`src/rtl/s2_frame_receiver_if.sv`:
```
// S1->S2 link bundle: serial frame input plus the RB2 single-port memory port.
// The environment drives the master side; the receiver is the slave.
interface s2_frame_receiver_if #(
  parameter int ADDR_W = 3,
  parameter int DATA_W = 18
);
  logic              sen;
  logic              sd;
  logic              RB2_RW;
  logic [ADDR_W-1:0] RB2_A;
  logic [DATA_W-1:0] RB2_D;
  logic [DATA_W-1:0] RB2_Q;
  logic              S2_done;

  modport master (
    output sen, sd, RB2_Q,
    input  RB2_RW, RB2_A, RB2_D, S2_done
  );

  modport slave (
    input  sen, sd, RB2_Q,
    output RB2_RW, RB2_A, RB2_D, S2_done
  );
endinterface

```
`src/rtl/s2_frame_receiver.sv`:
```
// Deserialises MSB-first {addr,data} frames from the sen/sd link and writes each
// one into RB2 with a one-cycle active-low write strobe; flags completion on S2_done.
module s2_frame_receiver #(
  parameter int ADDR_W     = 3,
  parameter int DATA_W     = 18,
  parameter int NUM_FRAMES = 8
) (
  input logic                 clk,
  input logic                 rst,
  s2_frame_receiver_if.slave  bus
);

  localparam int FRAME_W = ADDR_W + DATA_W;
  localparam int BCNT_W  = $clog2(FRAME_W + 1);
  localparam int FCNT_W  = $clog2(NUM_FRAMES + 1);

  localparam logic [BCNT_W-1:0] LAST_BIT     = BCNT_W'(FRAME_W - 1);
  localparam logic [FCNT_W-1:0] FRAMES_TOTAL = FCNT_W'(NUM_FRAMES);

  typedef enum logic [1:0] {
    ST_IDLE  = 2'd0,
    ST_SHIFT = 2'd1,
    ST_DRAIN = 2'd2,
    ST_FIN   = 2'd3
  } state_t;

  state_t              r_state;
  logic [FRAME_W-2:0]  r_shift;
  logic [BCNT_W-1:0]   r_bit_cnt;
  logic [FCNT_W-1:0]   r_frame_cnt;
  logic                r_rw;
  logic [ADDR_W-1:0]   r_addr;
  logic [DATA_W-1:0]   r_data;
  logic                r_done;

  // Only the oldest FRAME_W-1 bits are held; the current sd completes the frame.
  logic [FRAME_W-1:0]  w_frame;
  logic                w_unused;

  assign w_frame  = {r_shift, bus.sd};
  assign w_unused = ^bus.RB2_Q;

  // Frame FSM with registered memory-port and done outputs.
  always_ff @(posedge clk or posedge rst) begin
    if (rst) begin
      r_state     <= ST_IDLE;
      r_shift     <= '0;
      r_bit_cnt   <= '0;
      r_frame_cnt <= '0;
      r_rw        <= 1'b1;
      r_addr      <= '0;
      r_data      <= '0;
      r_done      <= 1'b0;
    end else begin
      r_rw <= 1'b1;
      case (r_state)
        ST_IDLE: begin
          if (!bus.sen) begin
            r_shift   <= {{(FRAME_W-2){1'b0}}, bus.sd};
            r_bit_cnt <= BCNT_W'(1);
            r_state   <= ST_SHIFT;
          end else begin
            r_bit_cnt <= '0;
            r_state   <= ST_IDLE;
          end
        end

        ST_SHIFT: begin
          if (bus.sen) begin
            r_shift   <= '0;
            r_bit_cnt <= '0;
            r_state   <= ST_IDLE;
          end else begin
            r_shift <= w_frame[FRAME_W-2:0];
            if (r_bit_cnt == LAST_BIT) begin
              r_addr      <= w_frame[FRAME_W-1:DATA_W];
              r_data      <= w_frame[DATA_W-1:0];
              r_rw        <= 1'b0;
              r_frame_cnt <= r_frame_cnt + FCNT_W'(1);
              r_bit_cnt   <= '0;
              r_state     <= ST_DRAIN;
            end else begin
              r_bit_cnt <= r_bit_cnt + BCNT_W'(1);
            end
          end
        end

        ST_DRAIN: begin
          if (bus.sen) begin
            if (r_frame_cnt == FRAMES_TOTAL) begin
              r_state <= ST_FIN;
              // If the final write strobe is still active, done follows one cycle later.
              if (r_rw) begin
                r_done <= 1'b1;
              end else begin
                r_done <= 1'b0;
              end
            end else begin
              r_state <= ST_IDLE;
            end
          end else begin
            r_state <= ST_DRAIN;
          end
        end

        ST_FIN: begin
          r_done  <= 1'b1;
          r_state <= ST_FIN;
        end

        default: begin
          r_state <= ST_IDLE;
        end
      endcase
    end
  end

  assign bus.RB2_RW  = r_rw;
  assign bus.RB2_A   = r_addr;
  assign bus.RB2_D   = r_data;
  assign bus.S2_done = r_done;

endmodule

```
`src/flat_wrapper.sv`:
```
// flat-port wrapper written by rule: the top's interface ports become plain ports
module s2_frame_receiver_flat 
#(
  parameter int ADDR_W     = 3,
  parameter int DATA_W     = 18,
  parameter int NUM_FRAMES = 8
)
  (clk, rst, bus_sen, bus_sd, bus_RB2_Q, bus_RB2_RW, bus_RB2_A, bus_RB2_D, bus_S2_done);
  s2_frame_receiver_if #(.ADDR_W(ADDR_W), .DATA_W(DATA_W)) bus_i ();
  input logic clk;
  input logic rst;
  input wire logic [$bits(bus_i.sen)-1:0] bus_sen;
  input wire logic [$bits(bus_i.sd)-1:0] bus_sd;
  input wire logic [$bits(bus_i.RB2_Q)-1:0] bus_RB2_Q;
  output wire logic [$bits(bus_i.RB2_RW)-1:0] bus_RB2_RW;
  output wire logic [$bits(bus_i.RB2_A)-1:0] bus_RB2_A;
  output wire logic [$bits(bus_i.RB2_D)-1:0] bus_RB2_D;
  output wire logic [$bits(bus_i.S2_done)-1:0] bus_S2_done;
  assign bus_i.sen = bus_sen;
  assign bus_i.sd = bus_sd;
  assign bus_i.RB2_Q = bus_RB2_Q;
  assign bus_RB2_RW = bus_i.RB2_RW;
  assign bus_RB2_A = bus_i.RB2_A;
  assign bus_RB2_D = bus_i.RB2_D;
  assign bus_S2_done = bus_i.S2_done;
  s2_frame_receiver #(.ADDR_W(ADDR_W), .DATA_W(DATA_W), .NUM_FRAMES(NUM_FRAMES)) u_core (.clk(clk), .rst(rst), .bus(bus_i));
endmodule
```
`config.mk`:
```
export PLATFORM = sky130hd
export DESIGN_NAME = s2_frame_receiver_flat
export DESIGN_NICKNAME = d
export VERILOG_FILES = /design/src/rtl/s2_frame_receiver_if.sv /design/src/rtl/s2_frame_receiver.sv /design/src/flat_wrapper.sv
export SDC_FILE = /design/constraint.sdc
export NUM_CORES = 1
export LEC_CHECK = 0
export BUFFER_PORTS_ARGS = -buffer_cell sky130_fd_sc_hd__buf_2
export CAP_MARGIN = 20
export CORE_AREA = 5 5 71 73
export DETAILED_ROUTE_END_ITERATION = 16
export DIE_AREA = 0 0 76 78
export GPL_TIMING_DRIVEN = 0
export PLACE_DENSITY = 0.75
export SYNTH_ARGS = -nofsm -noshare
export SYNTH_HDL_FRONTEND = slang
export SYNTH_SLANG_ARGS = --single-unit
export TNS_END_PERCENT = 100
```
`constraint.sdc`:
```
create_clock -name clk -period 2.7 [get_ports clk]
set_input_delay 0.81 -clock clk [delete_from_list [all_inputs] [get_ports clk]]
set_output_delay 0.81 -clock clk [all_outputs]
set_load 0.05 [all_outputs]
```
* After elaboration in Yosys (flattened, before gate mapping) *
Index checks and enable logic that the tools add are counted.

storage, ports and cells
  output and inout bits = 23
  bits of input ports = 22
  register bits after elaboration = 54
  word-level logic and storage cells = 46

operators by class
  add/sub/neg operators = 2
  equality and inequality tests = 9
  multiplexer cells = 20
  bitwise operators = 1
  reductions and logical operators = 6

operators by type and width
  kind                 number
  $mux 20              2
  $pmux 20 s2          1
  $mux 5               2
  $pmux 5 s2           1
  $mux 1               8
  $mux 2               4
  $pmux 2 s4           1
  $reduce_and 3->1     2
  $add 5x1->5 const B  1
  $eq 5x5->1 const B   1
  $add 4x1->4 const B  1
  $eq 2x2->1 const B   2
  $eq 4x4->1 const B   1
  $ne 2x2->1 const B   2
  $reduce_bool 2->1    2
  $ne 3x2->1 const B   1
  $eq 2x1->1 const B   1
  $logic_not 2->1      1
  $ne 2x1->1 const B   1
  $pmux 1 s2           1
  $reduce_and 2->1     1
  $not 1->1            1

* Longest topological paths before layout *
Gate-level depths: netlist (run 1).

  depth after elaboration = 4
  mapped depth = 7
  gate-level depth less buffers = 5

* Worst setup path before layout (run 1) *
Ideal clock, no wire load.

  kind = input -> register
  start = input port bus_sen
  end = register u_core.r_data[10] (netlist: u_core.bus.RB2_D[10])
  setup slack = 0.590 ns
  library setup time = 0.127 ns
  stages = 6
  data arrival time = 1.983 ns
  path buffers = 3
  required time = 2.573 ns
  path through = buf_2 > nor3b_4 > and2_1 > buf_4 > buf_6 > mux2_1

on the way
  longest elaborated chain between the ends = 2

ends and longest elaborated chain
  what                        RTL line                 text
  from (decl)                 flat_wrapper.sv:12       input wire logic [$bits(bus_i.sen)-1:0] bus_sen;
  $not 1->1 (no line)         -
  $reduce_and 3->1 (no line)  -
  to (signal assigned)        s2_frame_receiver.sv:77  r_data <= w_frame[DATA_W-1:0];
  to (decl)                   s2_frame_receiver.sv:33  logic [DATA_W-1:0] r_data;

Every way passes these cells.
A chain may end at the register's enable or synchronous reset.

* Worst setup path after layout (run 1) *
Ends and elaborated chain as after synthesis.

==> key figures, run 1 <==
CTS
  – H-tree depth: 2
  – Hold_buf cts: 0
  – CTS root buffer: clkbuf_8
  – Clock Path Buffers: 2
  – CTS resizes: 0
  – CTS tree: built
  – Clk_lat worst skew: 0.29 ns
  – Clock transition at path regs: about 0.09 ns
  – Post-CTS setup buffer count: 0
  – CTS sink count: 54
  – CTS buffer count: 5

Synthesis
  – Mux share of post-synthesis cell area: ~11%
  – Combinational family with the most area after synthesis: compound AO/OA/AOI/OAI gates
  – Post-synth EDFFs: 0
  – YS warnings: 0
  – Post-Synth Adder-Cell Area: 2.30%
  – Post-synthesis sequential area ratio: approximately 62%
  – FF+latch count, synth: 54
  – Most frequent cell after synthesis: dfrtp_1
  – Post-synth ARST share: between 90% and 100%
  – Commonest register cell after synthesis: dfrtp_1
  – Simple-gate portion of the synthesized area: between 6 and 7%
  – Syn Nets: roughly 180
  – Area contributors post-synth: dfrtp_1 (61%), a22o_1 (9.3%), mux2_1 (8.8%)
  – Synth Area in Compound Gates: 12.5%
  – Synth cell count leaders: dfrtp_1 (53), a22o_1 (23), mux2_1 (17)
  – Distinct cells, synth: 30
  – XOR/XNOR share of the synthesized area: ~2%
  – Synth Cell Area: ~2200 um2
  – Avg Cell Area, Syn: between 10 and 15 um2
  – Cell count after synthesis: between 150 and 200
  – Top cell type's share of synthesized area: 61.0%
  – Leading area contributor after synthesis: dfrtp_1

Drt
  – Wl on met1: about 1.8 mm
  – Vias: ~1300
  – Routed wl met2: 1.86 mm
  – Detailed Routing Iterations Pass 1: 4
  – WL/cell: approximately 16 um
  – Top layer in use: met4
  – Final ANT Viol Nets: 0
  – DRC: 0
  – Drt via density: around 5.5
  – Met3 WL: 167 um
  – Initial DRC count: 81
  – Post-Route WL: between 3 and 4 mm

Pwr
  – Switch share: a little over a fifth
  – Clock network power share: 33.6%
  – Power per Cell Area: about 530 nW/um2
  – Worst vdd ir: between 0.3 and 0.4 mV
  – P_sw: approximately 280 uW
  – Sequential power share: 62.0%
  – Leak: about 0.0013 uW
  – Int Pwr: 1040 uW
  – Comb pwr share: approximately 4.3%

Final layout
  – Area grow syn2layout: 13.9%
  – Nets: roughly 220
  – Fraction of layout cells with a size suffix above 1: about 23%
  – ANT cells: 0
  – Post-layout util: about 58%

Timing
  – Fin. Hold Viols: 0
  – Unrepaired setup endpoints after global routing: no
  – Clock period minus worst slack: about 2 ns
  – Fmax achieved: 0.498 GHz
  – Max Transition Viols Final: 0
  – Rel. slew slack: between 70 and 80%
  – Clk_skew: roughly 0.0065 ns
  – Final critical-path share of the clock period: 74.4%
  – Worst-margin pin slew: 0.447 ns
  – Setup violators final: 0
  – Setup TNS: 0 ns

Worst setup path
  – CP max FO: 10
  – RR Startpoint: u_core.r_bit_cnt[0]
  – Worst EP required: between 2 and 3 ns
  – Worst EP arrival: approximately 2.2 ns
  – WS Path Type: primary input to register
  – RR Endpoint: u_core.bus.RB2_D[10]
  – Register-to-Register Path Depth: 7
  – Reg-to-reg slack, setup: around 0.76 ns
  – Setup crit end kind: register
  – Worst setup SP type: primary input

Floorplanning
  – Initial Util: approximately half
  – Num rows: 24
  – I/O Pins: between 40 and 50
  – Core area: 4290 um2
  – Die Area: 5930 um2
  – Die Span Y: approximately 78 um
  – Chip width: approximately 76 um

Placed design
  – # port buffers: 25
  – Final GP Congestion: around 0.76
  – HPWL after DPL: between 2 and 3 mm

Global routing
  – Initial antenna violation count: 0
  – GRT Total Usage: between 10% and 20%
  – Global-route wire length before repair: about 7 mm
  – GRT Residual Overflow: 0
  – Vias in the first global route: about 1400
  – Pin count of the biggest net entering global routing: 36

Worst hold path
  – Hold Crit Start: u_core.bus.RB2_A[0]
  – Hold crit path type: register to register
  – Hold Crit Depth: 1
  – End of the worst hold path: u_core.bus.RB2_A[0]

Flow run
  – # Max-Cap Violations: 0

Status
  – Run status: finished clean
## worst max-delay path, stage by stage
cell     delay, ns
buf_2         0.15
nor3b_4       0.38
and2_1        0.19
buf_4         0.15
buf_6         0.16
mux2_1        0.34
## cells by family after synthesis
| logic type | Yosys count |
|---|---|
| AOI/OAI and AO/OA | 34 |
| xor gates and xnor gates | 5 |
| adders and majority gates | 4 |
| buffers and inverters | 17 |
| DFF | 54 |
| muxes | 21 |
| and+or+nand+nor | 23 |
## routing by layer
layer	global-route usage [%]	vias up
met5	0	-
li1	-	631
met3	4.75	4
met1	18.4	676
met2	22.1	29
met4	4.98	0
## state kept, by name, indices dropped and copies added (netlist names)
signal	flops
u_core.r_state	2
u_core.r_shift	20
u_core.r_frame_cnt	4
u_core.bus.RB2_A	3
u_core.bus.S2_done	1
u_core.bus.RB2_D	18
u_core.bus.RB2_RW	1
u_core.r_bit_cnt	5
## area by class of cell
type	count	area (um2)
Sequential cell	54	1350
Clock inverter	1	5.00
Clock buffer	7	86.3
Inverter	8	30.0
Fill cell	327	1820
Buffer	9	53.8
Tap cell	52	65.1
Timing Repair Buffer	26	145
Multi-Input combinational cell	87	738
## worst max-delay path by stage
stage                                end                 from  slack [ns]  depth (start not counted)
finish              u_core.bus.RB2_D[10]              bus_sen        0.69                          6
global route         u_core.bus.RB2_D[2]  u_core.r_bit_cnt[0]        0.59                          7
CTS                 u_core.bus.RB2_D[10]              bus_sen        0.70                          6
detailed placement  u_core.bus.RB2_D[10]              bus_sen        0.39                          6
global placement     u_core.r_bit_cnt[4]                  rst        0.06                          2
floorplan            u_core.bus.RB2_A[0]                  rst        0.58                          1
## metrics by stage
stage	hold slack (ns)	instance area [um2]	total power [uW]	cells	setup WS, ns
after detailed placement	0.469	2380	896	236	0.385
after floorplan	0.461	2170	877	158	0.577
final	0.485	2480	1320	244	0.690
after global routing	0.500	2480	1380	244	0.590
after global placement	0.462	2360	889	235	0.0627
after CTS	0.489	2480	1350	244	0.698
## layout by cell type, fill, tap and decap left out, types with 2 or more instances in the layout
cell type,Yosys,final
dfrtp_1,53,53
buf_2,1,26
a22o_1,23,23
mux2_1,17,17
inv_1,8,7
nand3_1,6,6
clkbuf_1,5,6
clkbuf_8,0,6
nand2_1,5,5
o21ai_0,5,5
nor2_1,4,4
mux2_2,4,4
ha_1,4,4
xnor2_1,3,3
nand4b_1,2,2
buf_6,2,2
xor2_1,2,2
## power by group through the flow
| stage | logic (uW) | registers [uW] | clock network (uW) |
|---|---|---|---|
| after global placement | 51.8 | 837 | 0 |
| after CTS | 58.6 | 822 | 465 |
| after floorplan | 40.3 | 836 | 0 |
| final | 57.2 | 822 | 446 |
| after global routing | 65.4 | 824 | 494 |
| after detailed placement | 58.4 | 838 | 0 |
Note: power is estimated with default switching activity, not from simulation.
==> run 2, diff against run 1 <==
Clock period 2.7 ns to 1.95 ns, I/O delays scaled along.
==> run 2 against run 1 <==
Against the previous run:
- first-iteration DRC count grew 8.6%
- clock-buffer cell count stayed put
- worst hold slack got worse by 0.21 ns
- clock power is 39% higher
- critical endpoint unchanged
- largest cell class unchanged
==> key figures, run 2 (synthesis gave the netlist of run 1 again) <==
Placed design
  – Final GP Congestion: 0.763 (unchanged)
  – HPWL after DPL: 2.79 mm (unchanged)
  – Post-DP Area: 2380 um2 (unchanged)
  – Placement Setup Slack: -0.140 ns (-0.525 ns)
  – # port buffers: 25 (unchanged)

Pwr
  – P_sw: 400 uW (+41%)
  – Worst vdd ir: 0.464 mV (+46%)
  – Int Pwr: 1440 uW (+39%)
  – Switch share: 21.7% (+0.23 points)
  – Clock network power share: 33.8% (+0.2 points)
  – Sequential power share: 61.8% (-0.2 points)
  – Power per Cell Area: 736 nW/um2 (+38%)
  – Leak: 0.00131 uW (+0.97%)
  – Comb pwr share: 4.5% (+0.2 points)

Floorplanning
  – Core area: 4290 um2 (unchanged)
  – Chip width: 76 um (unchanged)
  – Die Area: 5930 um2 (unchanged)
  – Num rows: 24 (unchanged)
  – Initial Util: 50.6% (unchanged)
  – Die Span Y: 78 um (unchanged)
  – I/O Pins: 45 (unchanged)

Final layout
  – Fillers: 326 (-0.31%)
  – Finished Cell Area: 2500 um2 (+1.1%)
  – Max reg flops: 20 (unchanged)
  – Most frequent cells in the layout: dfrtp_1 (53), buf_2 (26), a22o_1 (23)
  – Nets: 219 (+0.92%)
  – Area grow syn2layout: 15.1%
  – Fraction of layout cells with a size suffix above 1: 24.2% (+1.3 points)
  – Post-layout util: 58.3% (+0.64 points)
  – Largest Register: u_core.r_shift
  – ANT cells: 0 (unchanged)
  – Commonest non-fill, non-tap cell in the layout: dfrtp_1

Timing
  – Final critical-path share of the clock period: between 90% and 100%
  – Setup violators final: 0 (unchanged)
  – Hold slack: 0.272 ns (-0.213 ns)
  – Clk_skew: 0.00862 ns (+0.00214 ns)
  – Rel. slew slack: 69.3% (-0.92 points)
  – Clock period minus worst slack: ~1.8 ns
  – Fin. Hold Viols: 0 (unchanged)
  – Fin worst setup slack: 0.114 ns (-0.577 ns)
  – Fmax achieved: between 0.5 and 0.6 GHz
  – Worst-margin pin slew: 0.461 ns (+0.0138 ns)
  – Max Transition Viols Final: 0 (unchanged)

Worst setup path
  – CP max FO: 10 (unchanged)
  – Setup crit end kind: register
  – Worst setup SP type: register
  – WS Path Type: register to register
  – Reg-to-reg slack, setup: 0.11 ns (-0.65 ns)
  – Register-to-Register Path Depth: 7 (unchanged)
  – RR Endpoint: u_core.bus.RB2_D[10]
  – Worst EP required: 2.12 ns (-0.75 ns)
  – RR Startpoint: u_core.r_bit_cnt[0]
  – Worst EP arrival: 2.01 ns (-0.17 ns)

CTS
  – Clock transition at path regs: 0.09 ns (about the same)
  – CTS sink count: 54 (unchanged)
  – Clock Path Buffers: 2 (unchanged)
  – CTS buffer count: 5 (unchanged)
  – Clk_lat worst skew: 0.30 ns (about the same)
  – CTS tree: built
  – CTS root buffer: clkbuf_8
  – Hold_buf cts: 0 (unchanged)
  – H-tree depth: 2 (unchanged)

Global routing
  – Initial antenna violation count: 0 (unchanged)
  – Global-route wire length before repair: 6.91 mm (unchanged)
  – Pin count of the biggest net entering global routing: 36 (unchanged)
  – Vias in the first global route: 1441 (unchanged)
  – GRT Residual Overflow: 0 (unchanged)
  – GRT Total Usage: 14.2% (unchanged)

Status
  – Run status: finished clean

Drt
  – Detailed Routing Iterations Pass 1: 4 (unchanged)
  – Initial DRC count: 88 (+8.6%)
  – Final ANT Viol Nets: 0 (unchanged)
  – WL/cell: 16.1 um (+2.2%)
  – Vias: 1352 (+0.90%)
  – Drt via density: 5.50 (about the same)
  – DRC: 0 (unchanged)
  – Post-Route WL: 3.96 mm (+3.1%)

Flow run
  – # Max-Cap Violations: 0 (unchanged)

Worst hold path
  – Hold crit path type: primary input to async pin
==> run 2: cell count changes in the layout (fill, tap and decap cells not counted), sizes merged <==
cell  delta
buf      +2
==> run 2: power groups by stage <==
stage,logic (uW),registers (uW),clock network [uW]
after floorplan,55.8,1160,0
after global placement,71.7,1160,0
after detailed placement,80.8,1160,0
after CTS,81.1,1140,644
after global routing,93.5,1140,684
final,82.2,1140,622
==> run 2: worst max-delay path by stage <==
stage	depth (start not counted)	slack, ns	endpoint	from
2_1_floorplan	1	0.05	u_core.bus.RB2_A[0]	rst
3_3_place_gp	2	-0.46	u_core.r_bit_cnt[4]	rst
3_5_place_dp	6	-0.14	u_core.bus.RB2_D[10]	bus_sen
4_1_cts	7	0.04	u_core.bus.RB2_D[10]	u_core.r_bit_cnt[0]
5_1_grt	5	-0.01	u_core.bus.RB2_D[2]	u_core.r_state[0]
6_report	7	0.11	u_core.bus.RB2_D[10]	u_core.r_bit_cnt[0]
==> run 2: critical path: stages (launching register included) <==
cell,delay [ns]
dfrtp_1,0.43
inv_1,0.07
ha_1,0.17
and4b_2,0.27
and2_1,0.15
buf_6,0.14
buf_8,0.14
mux2_1,0.33
==> run 2: layout make-up <==
cell class | count | area, um2 | area share, %
buffer | 9 | 65.1 | 2.60
clock buffer | 7 | 86.3 | 3.45
clock inverter | 1 | 5.00 | 0.200
inverter | 8 | 30.0 | 1.20
multi-input combinational | 87 | 739 | 29.5
sequential | 54 | 1350 | 54.0
tap | 52 | 65.1 | 2.60
timing repair buffer | 28 | 160 | 6.40
==> run 2: repair_timing <==
| item | in CTS | in global routing |
|---|---|---|
| cloned | 0 | 0 |
| endpoints found under the setup margin | 2 | 17 |
| buffers inserted | 0 | 2 |
| gates resized for setup | 1 | 3 |
==> run 2: metrics by stage <==
stage	instances	total power, uW	TNS (ns)
floorplan	158	1210	0
global placement	235	1230	-26.26
detailed placement	236	1240	-2.23
CTS	244	1860	0
global route	246	1920	-0.0226
finish	246	1840	0
==> run 2: routing by layer <==
metal  track usage [%]  wire length (um)  share of wire [%]
met1              18.4              1840                 46
met2              22.1              1900                 48
met4              4.98                30               0.76
met3              4.75               197                5.0
met5                 0                 0                  0
